===== src/rtl/ex_stage.sv =====
// Execute stage of the 5-stage pipeline: operand forwarding from MEM/WB and WB,
// the ALU, and the EX/MEM pipeline register feeding MEM and ID's hazard logic.
module ex_stage #(
    parameter int DATA_W = 32,
    parameter int REG_AW = 5
) (
    input  logic              Clk,
    input  logic              Rst_n,
    input  logic              MEMRegWrite,
    input  logic [DATA_W-1:0] MEMData,
    input  logic [REG_AW-1:0] MEMRd,
    input  logic              WBRegWrite,
    input  logic [DATA_W-1:0] WBData,
    input  logic [REG_AW-1:0] WBRd,
    input  logic              ALUSrc,
    input  logic [2:0]        ALUControl,
    input  logic              MemRead,
    input  logic              MemWrite,
    input  logic              RegWrite,
    input  logic [DATA_W-1:0] DataA,
    input  logic [DATA_W-1:0] DataB,
    input  logic [DATA_W-1:0] SignExtend,
    input  logic [REG_AW-1:0] Rs,
    input  logic [REG_AW-1:0] Rt,
    input  logic [REG_AW-1:0] Rd,
    output logic              EXRegWrite,
    output logic              EXMemRead,
    output logic              EXMemWrite,
    output logic [REG_AW-1:0] EXRd,
    output logic [DATA_W-1:0] EXData,
    output logic [DATA_W-1:0] EXALUData
);

    typedef enum logic [2:0] {
        ALU_AND  = 3'b000,
        ALU_OR   = 3'b001,
        ALU_ADD  = 3'b010,
        ALU_XOR  = 3'b011,
        ALU_NOR  = 3'b100,
        ALU_SLTU = 3'b101,
        ALU_SUB  = 3'b110,
        ALU_SLT  = 3'b111
    } alu_op_e;

    alu_op_e           alu_op;
    logic [DATA_W-1:0] fwd_a;
    logic [DATA_W-1:0] fwd_b;
    logic [DATA_W-1:0] op_b;
    logic [DATA_W-1:0] alu_result;

    // The younger MEM/WB result wins over WB; register 0 is hardwired and never forwarded.
    function automatic logic [DATA_W-1:0] forward(
        input logic [REG_AW-1:0] src,
        input logic [DATA_W-1:0] rf_value
    );
        if (MEMRegWrite && (MEMRd != '0) && (MEMRd == src))
            return MEMData;
        else if (WBRegWrite && (WBRd != '0) && (WBRd == src))
            return WBData;
        else
            return rf_value;
    endfunction

    assign alu_op = alu_op_e'(ALUControl);
    assign fwd_a  = forward(Rs, DataA);
    assign fwd_b  = forward(Rt, DataB);
    assign op_b   = ALUSrc ? SignExtend : fwd_b;

    always_comb begin
        // NOTE: default assignment first so every path drives alu_result and no latch is inferred.
        alu_result = '0;
        case (alu_op)
            ALU_AND:  alu_result = fwd_a & op_b;
            ALU_OR:   alu_result = fwd_a | op_b;
            ALU_ADD:  alu_result = fwd_a + op_b;
            ALU_XOR:  alu_result = fwd_a ^ op_b;
            ALU_NOR:  alu_result = ~(fwd_a | op_b);
            ALU_SLTU: alu_result = DATA_W'(fwd_a < op_b);
            ALU_SUB:  alu_result = fwd_a - op_b;
            ALU_SLT:  alu_result = DATA_W'($signed(fwd_a) < $signed(op_b));
            default:  alu_result = '0;
        endcase
    end

    // Store data is the forwarded B operand, taken before the immediate mux.
    always_ff @(posedge Clk or negedge Rst_n) begin
        if (!Rst_n) begin
            EXRegWrite <= 1'b0;
            EXMemRead  <= 1'b0;
            EXMemWrite <= 1'b0;
            EXRd       <= '0;
            EXData     <= '0;
            EXALUData  <= '0;
        end else begin
            // NOTE: non-blocking assignments so all pipeline fields update together at the edge.
            EXRegWrite <= RegWrite;
            EXMemRead  <= MemRead;
            EXMemWrite <= MemWrite;
            EXRd       <= Rd;
            EXData     <= fwd_b;
            EXALUData  <= alu_result;
        end
    end

endmodule


===== config.mk =====
export PLATFORM = sky130hd
export DESIGN_NAME = ex_stage
export DESIGN_NICKNAME = d
export VERILOG_FILES = /design/src/rtl/ex_stage.sv
export SDC_FILE = /design/constraint.sdc
export NUM_CORES = 1
export LEC_CHECK = 0
export BUFFER_PORTS_ARGS = -buffer_cell sky130_fd_sc_hd__buf_4
export CORE_ASPECT_RATIO = 0.75
export CORE_MARGIN = 1.5
export CORE_UTILIZATION = 45
export CTS_CLUSTER_SIZE = 40
export DETAILED_ROUTE_END_ITERATION = 16
export PLACE_DENSITY = 0.73
export REMOVE_ABC_BUFFERS = 1
export SLEW_MARGIN = 15
export SYNTH_ARGS = -nofsm -noshare
export SYNTH_HDL_FRONTEND = slang
export SYNTH_SLANG_ARGS = --single-unit

===== constraint.sdc =====
create_clock -name Clk -period 0.8 [get_ports Clk]
set_input_delay 0.08 -clock Clk [delete_from_list [all_inputs] [get_ports Clk]]
set_output_delay 0.08 -clock Clk [all_outputs]
set_load 0.05 [all_outputs]

After elaboration in Yosys (flattened, before gate mapping). Cells that the tools add are included. Widths: inputs -> output; s select.

Flip-flop bits (word level): 72. Output and inout bits: 72. Word-level logic and storage cells: 40.

Add/sub/neg operators: 2. Reductions and logical operators: 9. Equal/unequal tests: 11. Mux-type cells: 6. Magnitude comparators: 2. Bitwise operators: 4.

Operator list (count): $pmux 32 s8 (1); $mux 32 (5); $lt 32x32->1 (2); $add 32x32->32 (1); $and 32x32->32 (1); $not 32->32 (1); $or 32x32->32 (1); $sub 32x32->32 (1); $xor 32x32->32 (1); $eq 5x5->1 (4); $eq 3x3->1 const B (4); $reduce_bool 5->1 (2); $eq 3x2->1 const B (2); $logic_and 1x1->1 (6); $eq 3x1->1 const B (1); $logic_not 3->1 (1).

Logic depth before layout (Yosys ltp).
Depth after elaboration: 9. Gate-level depth with buffers: 18.

Worst setup path before layout. Ideal clock, no wire load.

Kind: input-to-reg. Start point: in WBRd[4]. End point: reg EXALUData[26]. Data arrival time: 3.892 ns. Path slack: -3.230 ns. Stages: 17. Path through: xnor2_1 nand3_1 nor4_2 buf_2 mux2i_1 o21ai_1 mux2_2 ha_1 fa_1 nor2b_1 o2111ai_1 a21oi_1 o21ai_1 a21oi_2 a21oi_2 mux2i_1 or4_1.

RTL lines: start: declaration (RTL line 14) `input logic [REG_AW-1:0] WBRd,`; $reduce_bool 5->1 (RTL line 58) `else if (WBRegWrite && (WBRd != '0) && (WBRd == src))`; $logic_and 1x1->1 (RTL line 58); $logic_and 1x1->1 (*) (RTL line 58); $mux 32 (*) (RTL line 58); $mux 32 (*) (RTL line 56) `if (MEMRegWrite && (MEMRd != '0) && (MEMRd == src))`; named net fwd_b[0] (RTL line 47) `logic [DATA_W-1:0] fwd_b;`; $mux 32 (*) (RTL line 67) `assign op_b = ALUSrc ? SignExtend : fwd_b;`; $sub 32x32->32 or $add 32x32->32 (tied branches) (RTL line 79, 75); $pmux 32 s8 (*) (RTL line 72) `case (alu_op)`; named net alu_result[26] (RTL line 49) `logic [DATA_W-1:0] alu_result;`; end signal: assignment (RTL line 101) `EXALUData <= alu_result;`; end: declaration (RTL line 31) `output logic [DATA_W-1:0] EXALUData`.

The timed path passes the listed nets; every way through them passes the cells marked *.

Final worst setup path.
Start point: in WBRd[0]. End point: reg EXALUData[27].

Same word-level chain as after synthesis.

==> results_dict.tcl <==
set metrics [dict create \
    outcome "complete, but fails checks" \
    violations "hold timing, setup timing" \
    clock_path_buffers 2 \
    dp_slack_ns -3.814 \
    ir_drop_v 0.001097 \
    hold_viol_final 6 \
    synth-compound-area-share_pct 28.19 \
    slowest_delay_ns 0.40 \
    grt_max_degree 41 \
    cts_buffers 9 \
    period_minus_slack_ns 3.978 \
    antenna_found_initial 0 \
    synth_top_area_cell "dfrtp_1" \
    ant_nets 0 \
    htree_levels 3 \
    worstPathRequired_ns 1.10 \
    ys_types 86 \
    path_clk_slew_ns 0.07 \
    final_cell_area_um2 17490 \
    synthesis.area_um2 9472 \
    synthArstFlopShare_pct 100.0 \
    synth_seq_area_share_pct 19.02 \
    finalSetupTns_ns -126.99 \
    hpwl_um 32370 \
    synthXorXnorAreaFrac_pct 3.144 \
    gp_congestion 1.007 \
    track_usage_pct 40.51 \
    routed_wl_um 53770 \
    drv_slew 0 \
    ys_seq_elements 72 \
    hp-class "in -> reg" \
    crit_chain "buf_4 -> xnor2_1 -> nand3_2 -> nor4_4 -> buf_6 -> buf_6 -> mux2i_4 -> o21ai_2 -> mux2_4 -> ha_4 -> and4b_2 -> buf_4 -> nand2_1 -> o22ai_2 -> o31ai_4 -> o311ai_4 -> mux2_4 -> o22ai_2 -> o22a_1" \
    synth.avg_cell_area_um2 7.719 \
    die_area_um2 21940 \
    cpLargestDelayFamily "compound AO/OA/AOI/OAI gates" \
    maxCapViolations 0 \
    synth_edf_count 0 \
    place_area_um2 14410 \
    drtPass1Iterations 7 \
    holdWs_ns -0.04814 \
    syn_inst 1227 \
    cp-start-kind "input port" \
    synth-adder-area-share_pct 13.76 \
    synth_top_area_share_pct 19.02 \
    fmax_mhz 251.4 \
    nets 2186 \
    vias_per_cell 6.287 \
    ys.flop_type "dfrtp_1" \
    die_height_um 128.6 \
    clock_sinks 72 \
    fillers 1089 \
    wl_per_cell_um 24.73 \
    tritoncts "built" \
    start_util_pct 46.34 \
    rsz0062_at_grt "yes" \
    synth_top_family_by_area "compound AO/OA/AOI/OAI gates" \
    gr-total-overflow 0 \
    die_w_um 170.5 \
    drt_iter0_drc 1683 \
    ios 268 \
    p_switching_w 0.01128 \
    arrival_ns 4.27 \
    cp-end-kind "flip-flop" \
    synth_simple_gate_area_share_pct 16.71 \
    clockRootBuffer "clkbuf_16" \
    p_sw_share_pct 45.16 \
    drc 0 \
    p_per_area_nw_per_um2 1428 \
    drive_gt1_share_pct 52.91 \
    p_comb_share_pct 66.2 \
    slew_headroom_pct 67.55 \
    grt_pass1_wl_um 68860 \
    synthTopCellsByArea "dfrtp_1 (19%), ha_1 (13%), mux2i_1 (10%), nand2_1 (4.8%), o21ai_0 (4.6%)" \
    p_clk_share_pct 16.5 \
    crit_buf_inv 4 \
    p_seq_share_pct 17.3 \
    layout_common_cells "buf_4 (593), nand2_1 (118), buf_6 (106), nor2_1 (91), inv_1 (81)" \
    antenna_cells 0 \
    yosys-mux-area-fraction_pct 12.05 \
    finalSetupViolations 136 \
    worstMarginPinSlew_ns 0.4831 \
    num_vias 13670 \
    crit_fanout 5 \
    leakagePower_nw 8.143 \
    criticalPathCategory "in -> reg" \
    p_total_w 0.02498 \
    yosys_warnings 0 \
    num_rows 45 \
    power.internal_w 0.01370 \
    layout_setup_ws_ns -3.178 \
    port_buffers 267 \
    hold_buffers 9 \
    synthToLayoutAreaGrowth_pct 84.68 \
    core_area_um2 20440 \
    final_common_cell "buf_4" \
    crit_slowest_cell "nor4_4" \
    first_global_vias 12760 \
    min_period_over_period_pct 497.3 \
]
## flip-flops by register name (all words and copies together), names as in the netlist
signal      cells
EXRd            5
EXMemRead       1
EXRegWrite      1
EXMemWrite      1
EXALUData      32
EXData         32
## layer usage
layer | track usage [%] | share of wire [%] | up-vias
met5 | 0 | 0 | -
met4 | 16.45 | 6.9 | 0
met3 | 10.58 | 13 | 377
met2 | 65.19 | 44 | 1163
met1 | 51.76 | 37 | 6392
li1 | - | - | 5737
## path summary, 6_finish.rpt
path	from	endpoint	slack, ns	cells after the start
worst max-delay path	WBRd[0]	EXALUData[27]$_DFF_PN0_	-3.18	19
worst min-delay path	MEMData[0]	EXData[0]$_DFF_PN0_	-0.05	3
max in group asynchronous	Rst_n	EXData[2]$_DFF_PN0_	0.28	3
min in group asynchronous	Rst_n	EXData[23]$_DFF_PN0_	0.23	3
## final cells by class
type                       count  area [um2]  area share [%]
tap                          282       352.8           2.017
timing repair buffer         728        6131           35.05
inverter                      93       351.6           2.010
clock buffer                   9       225.2           1.288
sequential                    72        1802           10.30
clock inverter                 7       46.29          0.2647
multi-input combinational    983        8583           49.07
## tightest hold or removal path, delay by kind of cell
family | cells | cell delay [ns]
buf+inv | 1 | 0.08
simple gates | 1 | 0.05
compound gates | 1 | 0.06
## synth_stat cells (all sizes together) (18+ instances only)
| master | n |
|---|---|
| clkbuf | 54 |
| inv | 92 |
| dfrtp | 72 |
| buf | 25 |
| nor2 | 103 |
| nand3 | 18 |
| o21ai | 101 |
| xnor2 | 19 |
| o21a | 22 |
| mux2i | 96 |
| nand2 | 120 |
| a31oi | 18 |
| a21o | 19 |
| nor3 | 21 |
| a21oi | 86 |
| ha | 101 |
## timing repair
item                                    in CTS  in global routing
cloned                                       0                  1
endpoints found under the setup margin     136                136
buffers inserted                            66                 31
pin swaps                                  107                 86
resized for setup                          305                189
endpoints found under the hold margin      105                 14
## power groups by stage
| stage | combinational (W) | sequential (W) | clock [W] |
|---|---|---|---|
| 3_5_place_dp | 0.0124 | 0.00427 | 0 |
| 3_3_place_gp | 0.0123 | 0.00427 | 0 |
| 6_report | 0.0165 | 0.00433 | 0.00412 |
| 4_1_cts | 0.0143 | 0.00429 | 0.00405 |
| 5_1_grt | 0.0171 | 0.00434 | 0.00424 |
| 2_1_floorplan | 0.00486 | 0.00575 | 0 |
## kinds of logic (layout without fill, tap and decap cells)
group / count (synthesis) / after routing
adders and majority gates: 103 / 103
and+or+nand+nor: 340 / 340
buffers and inverters: 172 / 837
xor gates and xnor gates: 34 / 34
DFF: 72 / 72
muxes: 112 / 112
AOI/OAI and AO/OA: 394 / 394
## stage by stage
step	utilization, %	cells
after floorplan	-	1148
after global placement	70.50	2063
after detailed placement	70.50	2063
after CTS	80.12	2150
after global routing	85.58	2174
final	85.58	2174
Power figures use the tool's default switching activity.
